### config.mk
export PLATFORM = sky130hd
export DESIGN_NAME = serial_adder_ctrl
export DESIGN_NICKNAME = d
export VERILOG_FILES = /design/src/rtl/serial_adder_pkg.sv /design/src/rtl/full_adder.sv /design/src/rtl/serial_adder_ctrl.sv
export SDC_FILE = /design/constraint.sdc
export NUM_CORES = 1
export LEC_CHECK = 0
export BUFFER_PORTS_ARGS = -buffer_cell sky130_fd_sc_hd__buf_4
export CAP_MARGIN = 20
export CORE_ASPECT_RATIO = 1.75
export CORE_MARGIN = 2
export CORE_UTILIZATION = 47
export DETAILED_ROUTE_END_ITERATION = 8
export GPL_TIMING_DRIVEN = 0
export HOLD_SLACK_MARGIN = 0.15
export PLACE_DENSITY = 0.74
export SYNTH_ARGS = -nofsm -noshare
export SYNTH_HDL_FRONTEND = slang
export SYNTH_SLANG_ARGS = --single-unit
### constraint.sdc
create_clock -name clk -period 1.15 [get_ports clk]
set_input_delay 0.1725 -clock clk [delete_from_list [all_inputs] [get_ports clk]]
set_output_delay 0.1725 -clock clk [all_outputs]
set_load 0.1 [all_outputs]
### src/rtl/serial_adder_pkg.sv
// serial_adder_pkg: shared state encoding, width limit and counter helpers
// for the bit-serial adder controller.
package serial_adder_pkg;

   typedef enum logic [1:0] {IDLE = 2'd0, RUN = 2'd1, DONE = 2'd2} state_t;

   localparam int MAX_WIDTH = 32;

   function automatic int cnt_w(input int w);
      return (w > 1) ? $clog2(w) : 1;
   endfunction

   // Ripple increment of a 5-bit count built from bitwise logic only.
   function automatic logic [4:0] inc5(input logic [4:0] x);
      return x ^ {&x[3:0], &x[2:0], &x[1:0], x[0], 1'b1};
   endfunction

endpackage

### src/rtl/full_adder.sv
// full_adder: single-bit full adder cell.
module full_adder (
   input  logic a,
   input  logic b,
   input  logic ci,
   output logic s,
   output logic co
);

   assign s  = a ^ b ^ ci;
   assign co = (a & b) | (ci & (a ^ b));

endmodule

### src/rtl/serial_adder_ctrl.sv
// serial_adder_ctrl: adds a+b+cin one bit per clock, LSB first, on one shared full_adder.
// Defining SERIAL_ADDER_SUB_EN adds a sub port that turns the operation into a-b.
module serial_adder_ctrl #(
   parameter int WIDTH = 8
) (
   input  logic             clk,
   input  logic             rst_n,
   input  logic             in_valid,
   output logic             in_ready,
   input  logic [WIDTH-1:0] a,
   input  logic [WIDTH-1:0] b,
   input  logic             cin,
`ifdef SERIAL_ADDER_SUB_EN
   input  logic             sub,
`endif
   output logic             out_valid,
   input  logic             out_ready,
   output logic [WIDTH-1:0] sum,
   output logic             cout,
   output logic             busy
);
   import serial_adder_pkg::*;

   localparam int CW = cnt_w(WIDTH);

   state_t           state, state_nx;
   logic [WIDTH-1:0] a_sh, b_sh, res_sh, b_ld;
   logic [CW-1:0]    bit_cnt;
   logic             carry, c_ld, fa_s, fa_co, accept, last;

`ifdef SERIAL_ADDER_SUB_EN
   // Two's-complement subtract: invert b and force the initial carry.
   assign b_ld = sub ? ~b : b;
   assign c_ld = sub | cin;
`else
   assign b_ld = b;
   assign c_ld = cin;
`endif

   full_adder u_fa (
      .a (a_sh[0]),
      .b (b_sh[0]),
      .ci(carry),
      .s (fa_s),
      .co(fa_co)
   );

   assign accept = in_valid && in_ready;
   assign last   = bit_cnt == CW'(WIDTH - 1);
   assign sum    = res_sh;
   assign cout   = carry;

   always_comb begin
      state_nx  = state;
      in_ready  = state == IDLE;
      busy      = state == RUN;
      out_valid = state == DONE;
      unique case (state)
         IDLE:    if (in_valid) state_nx = RUN;
         RUN:     if (last) state_nx = DONE;
         DONE:    if (out_ready) state_nx = IDLE;
         default: state_nx = IDLE;
      endcase
   end

   always_ff @(posedge clk or negedge rst_n)
      if (!rst_n) begin
         state   <= IDLE;
         a_sh    <= '0;
         b_sh    <= '0;
         res_sh  <= '0;
         carry   <= 1'b0;
         bit_cnt <= '0;
      end else begin
         state <= state_nx;
         if (accept) begin
            a_sh    <= a;
            b_sh    <= b_ld;
            carry   <= c_ld;
            bit_cnt <= '0;
         end else if (state == RUN) begin
            a_sh    <= a_sh >> 1;
            b_sh    <= b_sh >> 1;
            res_sh  <= WIDTH'({fa_s, res_sh} >> 1);
            carry   <= fa_co;
            bit_cnt <= CW'(inc5(5'(bit_cnt)));
         end
      end

endmodule
# --- Word level (Yosys, flattened, before mapping) ---
# Index checks and enable logic that the tools add are counted.
op_classes:
  addsub: 0
  mul: 0
  div: 0
  order_cmp: 0
  n_eq_ne: 6
  shift: 0
  mux: 12
  n_bitwise: 7
  n_reduce_logical: 6
ops:
  columns: ["cell", "n"]
  rows:
  - ["$mux W8", 4]
  - ["$mux W2", 3]
  - ["$mux W3", 2]
  - ["$pmux W2 S3", 1]
  - ["$ne A2 B1 Y1 const B", 2]
  - ["$reduce_and A2 Y1", 2]
  - ["$eq A3 B3 Y1 const B", 1]
  - ["$reduce_and A3 Y1", 1]
  - ["$xor A3 B3 Y3", 1]
  - ["$and A1 B1 Y1", 2]
  - ["$eq A2 B1 Y1 const B", 1]
  - ["$eq A2 B2 Y1 const B", 1]
  - ["$logic_not A2 Y1", 1]
  - ["$mux W1", 2]
  - ["$ne A2 B2 Y1 const B", 1]
  - ["$reduce_bool A2 Y1", 1]
  - ["$xor A1 B1 Y1", 2]
  - ["$logic_and A1 B1 Y1", 1]
  - ["$not A1 Y1", 1]
  - ["$or A1 B1 Y1", 1]
totals:
  register_bits: 30
  latch_bits: 0
  mem_bits_rw: 0
  rom_bits: 0
  inputBits: 21
  output_inout_bits: 12
  elab_cells: 37
  memories: 0

# --- Logic depth before layout (Yosys ltp) ---
logic_depth:
  depth_word: 5
  ltp_mapped: 6
  mapped_depth_nobuf: 4

# --- Hierarchy ---
# A second synthesis with hierarchy kept.
hier_totals:
  hier_cells: 116
  area_unflattened_um2: 1468.9
modules_own_cells:
  columns: ["mod", "n_inst", "cells_per_inst", "area_each_um2", "seq_area_each_um2"]
  rows:
  - ["serial_adder_ctrl", 1, 115, 1448.9, 750.7]
  - ["full_adder", 1, 1, 20.0, 0.0]

# --- Worst setup path before layout ---
# No wires, ideal clock.
synth_timing:
  path_kind: "flip-flop to output port"
  startpoint: "register state[1]"
  endpoint: "output port out_valid"
  arrival_ps: 1959
  t_required_ps: 978
  slack_ps: -982
  path_stages_with_launch: 4
  path_buffers: 1
  path_cell_list: "dfrtp_1 > inv_2 > clkbuf_1 > nor2_1"
synth_between:
  elab_chain_cells: 1
synth_rtl:
  columns: ["element", "line", "rtl"]
  rows:
  - ["from (decl)", "serial_adder_ctrl.sv:26", "state_t state, state_nx;"]
  - ["from (signal assigned)", "serial_adder_ctrl.sv:75", "state <= state_nx;"]
  - ["$eq A2 B2 Y1", "serial_adder_ctrl.sv:57", "out_valid = state == DONE;"]
  - ["to (decl)", "serial_adder_ctrl.sv:16", "output logic out_valid,"]
# No other way between the ends.

# --- Worst setup path after layout ---
layout_timing:
  startpoint: "register state[1]"
  endpoint: "output port busy"
layout_between:
  elab_chain_cells: 1
layout_rtl:
  columns: ["element", "line", "rtl"]
  rows:
  - ["$eq A2 B1 Y1", "serial_adder_ctrl.sv:56", "busy = state == RUN;"]
  - ["to (decl)", "serial_adder_ctrl.sv:20", "output logic busy"]
# No other way between the ends.

==> impl_metrics.json <==
{
  "port_buffers": 32,
  "postRouteAntennaNets": 0,
  "path_clk_slew_ns": 0.06,
  "crit_path_start_kind": "register",
  "worst_pin_slew_ns": 0.387,
  "clock-skew-final_ns": 0.00503,
  "vias_per_cell": 6.29,
  "synth_edf_count": 0,
  "ys_async_sr_fraction_pct": 100,
  "first_global_vias": 1289,
  "p_total_w": 0.00788,
  "rsz0062_at_grt": "yes",
  "max_freq_ghz": 0.708,
  "synth_top_area_share_pct": 55.4,
  "nets": 217,
  "tritoncts": "yes",
  "setup_violations": 31,
  "synth_most_common_cell": "dfrtp_1",
  "synth_cells": 135,
  "drive_above_1_share_pct": 54.1,
  "violations": "setup timing",
  "place_inst": 194,
  "netlist_area_um2": 1360,
  "irDropWorstVdd_mv": 2.27,
  "fp.dieH_um": 75.0,
  "synth.ff_latch_count": 30,
  "whs_ns": 0.150,
  "numCtsBuffers": 5,
  "first_pass_iters": 4,
  "crit_end": "busy",
  "finalWeightedCongestion": 0.753,
  "status": "complete, but fails checks",
  "yosys_warnings": 0,
  "via_count": 1389,
  "postLayoutCoreUtil_pct": 84.1,
  "clock-root-buffer": "clkbuf_8",
  "critical_path_peak_fanout": 5,
  "synth_commonest_cells": "dfrtp_1 (30), nand2_1 (28), nor2_1 (18)",
  "grt_antenna_before_repair": 0,
  "worstReg2RegStart": "state[1]",
  "dieArea_um2": 3350,
  "cts_num_sinks": 30,
  "wirelength_um": 4550,
  "final_cells": 221,
  "period_minus_slack_ns": 1.41,
  "grt_usage_pct": 25.0,
  "fillers": 148,
  "clock_latency_ns": 0.29,
  "dp_hpwl_um": 2330,
  "synthToLayoutAreaGrowth_pct": 69.0,
  "r2r.worst_path.cells": 6,
  "syn_area_per_cell_um2": 10.0,
  "ys.flop_type": "dfrtp_1",
  "grt.overflow.total": 0,
  "end_kind": "output pin",
  "required_ns": 0.98,
  "drt_iter0_markers": 40,
  "route.detailed.drc": 0,
  "synth_fp_nets": 159,
  "final_hold_viol_count": 0,
  "yosysSeqAreaShare_pct": 55.4,
  "setup_slack_ns": -0.263,
  "period_share_pct": 123,
  "diodes": 0,
  "drt-wirelength-per-cell_um": 20.6,
  "start_util_pct": 49.8,
  "die_x_um": 44.6,
  "powerDensity_nw_per_um2": 3440,
  "htreeDepth": 2,
  "drv_slew": 0,
  "pre_cts_slack_ns": -0.293,
  "coreArea_um2": 2720,
  "crit_arrival_ns": 1.24,
  "io_pins": 33,
  "slew-limit-headroom_pct": 74.2,
  "crit_start": "state[1]",
  "yosysUniqueCellTypes": 21,
  "grt_max_degree": 31,
  "reg2reg_to": "a_sh[3]",
  "power_leakage_nw": 1.01,
  "hold_path.class": "primary input to register",
  "maxCapViolations": 0,
  "yosys.area.top_type": "dfrtp_1",
  "timing.reg2reg.setup_slack_ns": -0.20,
  "path_class": "register to output pin",
  "rows": 25,
  "grt_first_pass_wirelength_um": 5970,
  "cts_buffer_depth": 2,
  "netlist_top_cells_area": "dfrtp_1 (55%), o32ai_1 (9.7%), nand2_1 (7.8%), o22ai_1 (6.9%), nor2_1 (5.0%)"
}
[power by group]
part / leakage [nW] / total (W) / internal (W) / switching, W
clock network: 0.0482 / 0.000889 / 0.000482 / 0.000407
registers: 0.360 / 0.00222 / 0.00156 / 0.000658
logic: 0.607 / 0.00477 / 0.00202 / 0.00275
[state kept, by name, summed over array words and instances, names as in the netlist]
register,cells
bit_cnt,3
a_sh,8
state,2
cout,1
sum,8
b_sh,8
[logic make-up (layout without fill, tap and decap cells)]
kind of cell | Yosys count | after routing | synth area share (%)
flip-flops | 30 | 30 | 55.4
AO/OA/AOI/OAI | 40 | 40 | 21.1
AND/OR/NAND/NOR | 50 | 50 | 14.9
adder cells (fa/ha/maj) | 3 | 3 | 3.32
buffers and inverters | 12 | 71 | 5.36
[worst max-delay path, stage by stage (launching register included)]
cell	delay [ns]
dfrtp_2	0.46
nand2b_4	0.18
inv_4	0.06
buf_12	0.10
buf_12	0.16
[through the flow]
step,TNS [ns],instance area [um2]
floorplan,-1.63,1410
finish,-4.55,2290
global placement,-2.57,1690
global route,-5.40,2290
detailed placement,-3.40,1690
CTS,-3.80,2020
[cell usage in the layout (no fill, tap or decap), drive strengths merged]
cell	synthesis	layout
buf	7	55
dfrtp	30	30
nand2	28	28
nor2	18	18
o22ai	15	15
o32ai	15	15
clkbuf	3	10
o21ai	6	6
dlygate4sd3	0	3
nand2b	2	2
inv	2	2
a22o	2	2
ha	2	2
or2	1	1
o31ai	1	1
and2b	1	1
a21oi	1	1
fa	1	1
clkinv	0	1
[final cells by class]
cell class                      count  area (um2)  area share [%]
Multi-Input combinational cell     93         759            33.2
Sequential cell                    30         757            33.1
Timing Repair Buffer               53         514            22.5
Buffer                              8         121            5.30
Clock buffer                        7        86.3            3.77
Tap cell                           27        33.8            1.48
Inverter                            2        12.5           0.546
Clock inverter                      1        5.00           0.219
[timing repair]
| action | 4_1_cts | 5_1_grt |
|---|---|---|
| hold buffers | 3 | 0 |
| gates cloned | 1 | 1 |
| endpoints found under the setup margin | 31 | 38 |
| gates resized for setup | 32 | 40 |
| endpoints found under the hold margin | 32 | 0 |
| pin swaps | 1 | 18 |
| buffers inserted | 7 | 10 |
[metal layers]
metal | GRT usage, % | share of wire [%] | up-vias
met4 | 8.08 | 3.9 | 0
met3 | 5.76 | 5.2 | 21
met5 | 0 | 0 | -
met2 | 44.3 | 55 | 72
met1 | 29.2 | 35 | 694
li1 | - | - | 602
[how the worst min path moves through the flow]
stage,slack (ns),depth (start not counted),to,startpoint
CTS,0.16,3,b_sh[7],b[7]
finish,0.15,3,b_sh[5],b[5]
global placement,0.11,1,bit_cnt[0],rst_n
detailed placement,0.12,1,bit_cnt[0],rst_n
floorplan,-0.12,0,a_sh[0],rst_n
global route,0.15,3,b_sh[7],b[7]
Note: power is estimated with default switching activity, not from simulation.
